===== config.mk =====
export PLATFORM = sky130hd
export DESIGN_NAME = alu_arbiter
export DESIGN_NICKNAME = d
export VERILOG_FILES = /design/src/rtl/alu_arbiter.sv
export SDC_FILE = /design/constraint.sdc
export NUM_CORES = 1
export LEC_CHECK = 0
export BUFFER_PORTS_ARGS = -buffer_cell sky130_fd_sc_hd__buf_2
export CELL_PAD_IN_SITES_DETAIL_PLACEMENT = 1
export CELL_PAD_IN_SITES_GLOBAL_PLACEMENT = 1
export CORE_ASPECT_RATIO = 0.5
export CORE_UTILIZATION = 32
export DETAILED_ROUTE_END_ITERATION = 8
export PLACE_DENSITY = 0.91
export SYNTH_ARGS = -nofsm -noshare
export SYNTH_HDL_FRONTEND = slang
export SYNTH_SLANG_ARGS = --single-unit

===== constraint.sdc =====
create_clock -name clk_i -period 5.75 [get_ports clk_i]
set_clock_uncertainty 0.2 [all_clocks]
set_input_delay 0.2875 -clock clk_i [delete_from_list [all_inputs] [get_ports clk_i]]
set_output_delay 0.2875 -clock clk_i [all_outputs]
set_load 0.01 [all_outputs]

===== src/rtl/alu_arbiter.sv =====
// ============================================================================
// Module   : alu_arbiter
// Summary  : Two-requester arbiter time-sharing one external ALU; multi-cycle MUL.
//            Optional macro ALU_ARB_RR_EN selects round-robin instead of fixed priority.
// Revision : 1.0 - initial release
// ============================================================================
`default_nettype none

module alu_arbiter #(
  parameter int MUL_LAT = 3
) (
  input  logic        clk_i,
  input  logic        rst_i,
  input  logic        req0_valid_i,
  output logic        req0_ready_o,
  input  logic [3:0]  req0_op_i,
  input  logic [31:0] req0_a_i,
  input  logic [31:0] req0_b_i,
  input  logic        req1_valid_i,
  output logic        req1_ready_o,
  input  logic [3:0]  req1_op_i,
  input  logic [31:0] req1_a_i,
  input  logic [31:0] req1_b_i,
  output logic        rsp0_valid_o,
  input  logic        rsp0_ready_i,
  output logic        rsp1_valid_o,
  input  logic        rsp1_ready_i,
  output logic [31:0] rsp_data_o,
  output logic        rsp_zero_o,
  output logic [3:0]  alu_ctrl_o,
  output logic [31:0] alu_data1_o,
  output logic [31:0] alu_data2_o,
  input  logic [31:0] alu_data_i
);

  localparam logic [3:0] c_ctrl_or   = 4'd0;
  localparam logic [3:0] c_ctrl_and  = 4'd1;
  localparam logic [3:0] c_ctrl_add  = 4'd2;
  localparam logic [3:0] c_ctrl_sub  = 4'd3;
  localparam logic [3:0] c_ctrl_mul  = 4'd4;
  localparam logic [3:0] c_ctrl_addi = 4'd5;
  localparam logic [3:0] c_ctrl_lw   = 4'd6;
  localparam logic [3:0] c_ctrl_sw   = 4'd7;
  localparam logic [3:0] c_ctrl_beq  = 4'd8;
  localparam logic [3:0] c_mul_last  = 4'(MUL_LAT - 1);

  typedef enum logic [1:0] {
    IDLE = 2'd0,
    EXEC = 2'd1,
    RESP = 2'd2
  } state_t;

  state_t      r_state, w_next;
  logic        r_owner;
  logic [3:0]  r_op;
  logic [31:0] r_a, r_b;
  logic [31:0] r_result;
  logic        r_zero;
  logic [3:0]  r_cnt;
  logic        w_gnt0, w_gnt1, w_capture, w_rsp_ready, w_is_mul, w_legal;
  logic [31:0] w_result;

  assign w_is_mul    = (r_op == c_ctrl_mul);
  assign w_rsp_ready = r_owner ? rsp1_ready_i : rsp0_ready_i;

  always_comb begin
    case (r_op)
      c_ctrl_or, c_ctrl_and, c_ctrl_add, c_ctrl_sub, c_ctrl_mul,
      c_ctrl_addi, c_ctrl_lw, c_ctrl_sw, c_ctrl_beq: w_legal = 1'b1;
      default:                                       w_legal = 1'b0;
    endcase
  end

  // Illegal op codes never expose whatever the ALU happens to return.
  assign w_result = w_legal ? alu_data_i : 32'd0;

`ifdef ALU_ARB_RR_EN
  logic r_ptr;

  always_ff @(posedge clk_i) begin
    if (rst_i) begin
      r_ptr <= 1'b0;
    end else if (w_gnt0 || w_gnt1) begin
      r_ptr <= w_gnt0;
    end
  end
`endif

  always_comb begin
    w_next    = r_state;
    w_gnt0    = 1'b0;
    w_gnt1    = 1'b0;
    w_capture = 1'b0;
    case (r_state)
      IDLE: begin
        if (!rst_i) begin
          if (req0_valid_i && req1_valid_i) begin
`ifdef ALU_ARB_RR_EN
            w_gnt0 = ~r_ptr;
            w_gnt1 = r_ptr;
`else
            w_gnt0 = 1'b1;
`endif
          end else begin
            w_gnt0 = req0_valid_i;
            w_gnt1 = req1_valid_i;
          end
          if (w_gnt0 || w_gnt1) w_next = EXEC;
        end
      end
      EXEC: begin
        if (!w_is_mul || (r_cnt == c_mul_last)) begin
          w_capture = 1'b1;
          w_next    = RESP;
        end
      end
      RESP: begin
        if (w_rsp_ready) w_next = IDLE;
      end
      default: w_next = IDLE;
    endcase
  end

  always_ff @(posedge clk_i) begin
    if (rst_i) begin
      r_state  <= IDLE;
      r_owner  <= 1'b0;
      r_op     <= 4'd0;
      r_a      <= 32'd0;
      r_b      <= 32'd0;
      r_result <= 32'd0;
      r_zero   <= 1'b0;
      r_cnt    <= 4'd0;
    end else begin
      r_state <= w_next;
      if (w_gnt0 || w_gnt1) begin
        r_owner <= w_gnt1;
        r_op    <= w_gnt1 ? req1_op_i : req0_op_i;
        r_a     <= w_gnt1 ? req1_a_i  : req0_a_i;
        r_b     <= w_gnt1 ? req1_b_i  : req0_b_i;
        r_cnt   <= 4'd0;
      end else if (r_state == EXEC && !w_capture) begin
        r_cnt <= r_cnt + 4'd1;
      end
      if (w_capture) begin
        r_result <= w_result;
        r_zero   <= (w_result == 32'd0);
      end
    end
  end

  assign req0_ready_o = w_gnt0;
  assign req1_ready_o = w_gnt1;
  assign rsp0_valid_o = (r_state == RESP) && !r_owner;
  assign rsp1_valid_o = (r_state == RESP) &&  r_owner;
  assign rsp_data_o   = r_result;
  assign rsp_zero_o   = r_zero;
  assign alu_ctrl_o   = r_op;
  assign alu_data1_o  = r_a;
  assign alu_data2_o  = r_b;

endmodule

`default_nettype wire

Word level (Yosys, flattened, before mapping)

Memory sizes are Yosys's and may differ from the RTL's. A register that Yosys moved wholly into a read port is not among the register bits.
Index checks and enable logic that the tools add are counted.

Bits in registers: 108
ROM bits: 16
Output and inout bits: 105
Logic and storage cells: 54
Memories: 1

Memory list:

| memory          | words | bits a word | read ports | clocked after Yosys merged registers in | write ports | line | RTL |
|---|---|---|---|---|---|---|---|
| (no name shown) | 16    | 1           | 1          | 1                                       | 0           | 67   | `case (r_op)` |

Add/subtract/negate cells: 1
Equality and inequality tests: 7
Muxes and demuxes: 23
Reductions and logical operators: 14

Operators by type and width:

| kind                                           | number |
|---|---|
| two-way mux 32 bit                             | 3 |
| zero test 32 bit                               | 1 |
| two-way mux 1 bit                              | 13 |
| two-way mux 4 bit                              | 3 |
| two-way mux 2 bit                              | 3 |
| != test 2 bit (second input constant)          | 3 |
| one-hot mux 2 bit (3 select lines)             | 1 |
| adder 4 x 1 -> 4 bit (second input constant)   | 1 |
| == test 4 x 2 -> 1 bit (second input constant) | 1 |
| == test 4 x 3 -> 1 bit (second input constant) | 1 |
| logical AND 1 bit                              | 4 |
| zero test 1 bit                                | 3 |
| logical OR 1 bit                               | 3 |
| AND reduction 3 bit                            | 1 |
| == test 2 x 1 -> 1 bit (second input constant) | 1 |
| == test 2 bit (second input constant)          | 1 |
| zero test 2 bit                                | 1 |
| OR reduction 2 bit                             | 1 |

Depth between registers and ports, before layout

Depth after elaboration: 9
Gate-level depth with buffers: 8

Worst setup path before layout

No wires, ideal clock.

Kind: reg2reg
Start point: register r_cnt[0]
End point: register r_result[29], in the netlist rsp_data_o[29]
Data arrival time: 1.547 ns
Required time: 5.480 ns
Path slack: 3.933 ns
Cell stages (with the launch flop): 9
Clock period less this slack: 1.817 ns
Path through: dfxtp_1 -> inv_1 -> ha_1 -> or3b_1 -> buf_6 -> a21boi_4 -> buf_6 -> nand3_1 -> a21oi_1

Longest elaborated chain between the ends: 4

Ends and longest elaborated chain:

| item                   | line | RTL |
|---|---|---|
| from (decl)            | 59   | `logic [3:0] r_cnt;` |
| from (signal assigned) | 143  | `r_cnt <= r_cnt + 4'd1;` |
| == test 4 x 2 -> 1 bit | 112  | `if (!w_is_mul \|\| (r_cnt == c_mul_last)) begin` |
| logical OR 1 bit       | 112  |  |
| two-way mux 1 bit      | 112  |  |
| two-way mux 1 bit      | 94   | `case (r_state)` |
| to (signal assigned)   | 146  | `r_result <= w_result;` |
| to (decl)              | 57   | `logic [31:0] r_result;` |

No other way between the ends.
A chain may end at the register's enable or synchronous reset.

Worst setup path in the final report

Start point: input rst_i
End point: output req1_ready_o

Longest elaborated chain between the ends: 2

Ends and longest elaborated chain:

| item              | line | RTL |
|---|---|---|
| from (decl)       | 13   | `input logic rst_i,` |
| two-way mux 1 bit | 96   | `if (!rst_i) begin` |
| two-way mux 1 bit | 94   |  |
| to (decl)         | 20   | `output logic req1_ready_o,` |

No other way between the ends.

==> run metrics <==
Starting Density=0.332; mux contribution to synthesized area=0.146; Chip Height=around 90 µm; post-synthesis simple-gate area fraction=0.211; worst vdd ir=around 0.13 mV; clk root buf=clkbuf_16; Tmin final=2990 ps; Pins Over Slew Limit=0; Avg Inst Size Synth=roughly 9.5 µm²; post-synthesis compound-gate area fraction=0.124; CP cell instances=buf_2, buf_4, nor3_2, nand2_4, inv_1, buf_2; Final #Nets=933; Critical Path AT=between 2000 and 3000 ps; PwrDens=300 nW/µm²; Clk pin slew, worst setup/hold paths=around 70 ps; PortBufs=278; first-pass GRT wire length=approximately 23 mm; Final Wtd Congestion=0.815; Synth cell types=42; Longest Clk Path Bufs=2; ANT cells=0; Power Total=slightly below 2 mW; largest family of logic cells by synthesized area=simple AND/OR/NAND/NOR gates; Num CTS Buffers=9; Yosys reg bits=approximately 110; FP Rows=31; XOR/XNOR share of the synthesized area=0.00541; hold crit path type=in -> reg; Synth warnings=0; Hold Crit Start=req0_a_i[10]; Relative slew margins=0.185; Fin. Hold Viols=0; CP Launch Type=input pin; RR Startpoint=r_state[1]$_SDFFE_PP0P_; fraction of layout cells with a size suffix above 1=0.400; initial antenna violation count=0; GRT Total Usage=0.187; Post-Route Setup TNS=0 ps; final setup fails=0; cell area after synthesis=between 4000 and 5000 µm²; syn nets=686; max-capacitance violation count=0; beginning of the critical path=rst_i; post-route ant nets=0; # resized after CTS=0; DRC violations left=0; Post-DP HPWL=11.6 mm; crit path max fanout=110; fin area=between 6000 and 7000 µm²; Pleak=3.34 nW; Core Area=14,700 µm²; dpl cell area=between 6000 and 7000 µm²; Crit. End Element=output pin; Die Footprint=approximately 16,000 µm²; register area share after synthesis=0.449; Worst-Margin Slew=between 1000 and 1500 ps; 1st-iter DRT viols=around 180; CP max stage cell=nand2_4; DIE WIDTH=176 µm; DR vias=between 4,000 and 5,000; vias in the first global route=about 4,700; Filler Cells Inserted=1,800; Place WS=2610 ps; Req. time, crit path=approximately 5300 ps; crit path kind=in -> out; Final Worst Setup Slack=2760 ps; area grow syn2layout=34.9%; Post-Syn Instances=just over 500; synthesized-area fraction occupied by adder cells=0.00515; H-tree depth=3; most used cell, CP=buf_2; 1st-pass router iterations=5; via/cell ratio=around 5.0; worst hold slack=22.3 ps; GR Overflow Total=0; status=finished, final reports clean; CTS sink cnt=approximately 110; RSZ-0062 raised after global routing=false; I/O pin cnt=roughly 280; final WL=15.5 mm; Max Freq=about 330 MHz; clock latency at the later pin of the worst-skew pair=approximately 330 ps; crit-path max cell delay=~870 ps; DR WL/cell=between 15 and 20 µm; TritonCTS clock tree=yes; setup bufs post-CTS=0; final worst-path cycle share=0.521; largest net degree at the start of global routing=111
[cells by family (layout without fill, tap and decap cells)]
kind of cell,count (synthesis),after routing
simple gates,168,168
fa+ha+maj,2,2
flops,109,109
compound gates,110,110
buf+inv,47,299
xor+xnor,3,3
mux,71,71
[metrics by stage]
stage	utilization	instances
floorplan	-	510
global placement	0.426	943
detailed placement	0.426	943
CTS	0.447	960
global route	0.447	960
finish	0.447	960
[cell type report]
type / instances / area (µm²) / area share
Clock buffer: 10 / 229 / 0.0349
Clock inverter: 6 / 71.3 / 0.0109
Inverter: 2 / 7.51 / 0.00114
Multi-Input combinational cell: 354 / 2400 / 0.367
Sequential cell: 109 / 2180 / 0.333
Tap cell: 198 / 248 / 0.0378
Timing Repair Buffer: 281 / 1420 / 0.216
[cell usage after synthesis]
cell type	instances	area (µm²)
and3_4	1	11.3
buf_4	6	45.0
o21ai_1	14	70.1
clkbuf_4	1	7.51
inv_1	2	7.51
buf_2	7	35.0
buf_6	9	101
dlymetal6s2s_1	1	12.5
clkbuf_1	18	67.6
or3b_1	1	8.76
nor3_2	1	10.0
o21ai_0	51	255
nor4b_4	1	23.8
nand4_1	4	25.0
nor2_1	3	11.3
nand2b_1	4	25.0
o21a_1	2	15.0
nand3_1	33	165
nor4_1	8	50.1
a21oi_1	35	175
and2b_2	1	8.76
dfxtp_1	109	2180
nand2_1	34	128
dlygate4sd1_1	1	8.76
xnor2_1	1	8.76
a21boi_4	1	18.8
a2111oi_0	1	8.76
or2_2	1	6.26
a21bo_2	1	10.0
mux2i_1	71	711
xor2_1	2	17.5
a211oi_1	2	15.0
and2_1	3	18.8
o41ai_1	1	8.76
nor2b_1	3	18.8
ha_1	2	25.0
nor3_1	5	25.0
o32ai_1	1	8.76
a2111oi_2	1	15.0
nor3b_1	1	7.51
nand3b_1	64	480
buf_1	2	7.51
[repair_timing]
action | in CTS | in global routing
endpoints found under the hold margin | 1 | 0
endpoints found under the setup margin | 0 | 0
hold buffers | 1 | 0
[sequential cells by signal, summed over array words and instances, names as in the netlist]
name	cells
alu_data1_o	32
alu_data2_o	32
rsp_data_o	32
alu_ctrl_o	4
r_cnt	4
r_state	2
r_owner	1
rsp_zero_o	1
w_legal	1
[placed cells by master (no fill, tap or decap), types with 2 or more instances in the layout]
| cell type | n |
|---|---|
| buf_2 | 278 |
| dfxtp_1 | 109 |
| mux2i_1 | 71 |
| nand3b_1 | 64 |
| o21ai_0 | 51 |
| a21oi_1 | 35 |
| nand2_1 | 33 |
| nand3_1 | 33 |
| o21ai_1 | 13 |
| clkbuf_16 | 9 |
| nor4_1 | 8 |
| nor3_1 | 5 |
| nand4_1 | 4 |
| nand2b_1 | 4 |
| nor2b_1 | 3 |
| and2_1 | 3 |
| nor2_1 | 3 |
| inv_1 | 2 |
| o21a_1 | 2 |
| xor2_1 | 2 |
| a211oi_1 | 2 |
| ha_1 | 2 |
| clkinv_4 | 2 |
| clkinvlp_4 | 2 |
| buf_4 | 2 |
[worst max-delay path: cells and delay by family]
family        cells  cell delay, ps
simple gates      2            1090
buf+inv           4            1090
[metal layers]
layer  routed length (µm)  global-route usage  share of wire
met2                 7930               0.356           0.51
met5                    0                   0              0
met4                  378              0.0672          0.024
met1                 6470               0.207           0.42
met3                  675              0.0429          0.044
[final timing paths]
check,to,slack [ps],cells past startpoint
worst max-delay path,req1_ready_o,2760,6
worst min-delay path,alu_data1_o[10]$_SDFFE_PP0N_,20,3
worst max register to register,alu_data2_o[28]$_SDFFE_PP0N_,3310,4
worst min register to register,rsp_data_o[6]$_SDFFE_PP0P_,250,2
[power by group]
part / switching (mW) / internal (mW) / total (mW)
Clock: 0.285 / 0.342 / 0.626
Combinational: 0.243 / 0.190 / 0.433
Sequential: 0.0587 / 0.846 / 0.905
Total: 0.586 / 1.38 / 1.96
(Power assumes the default switching activity.)
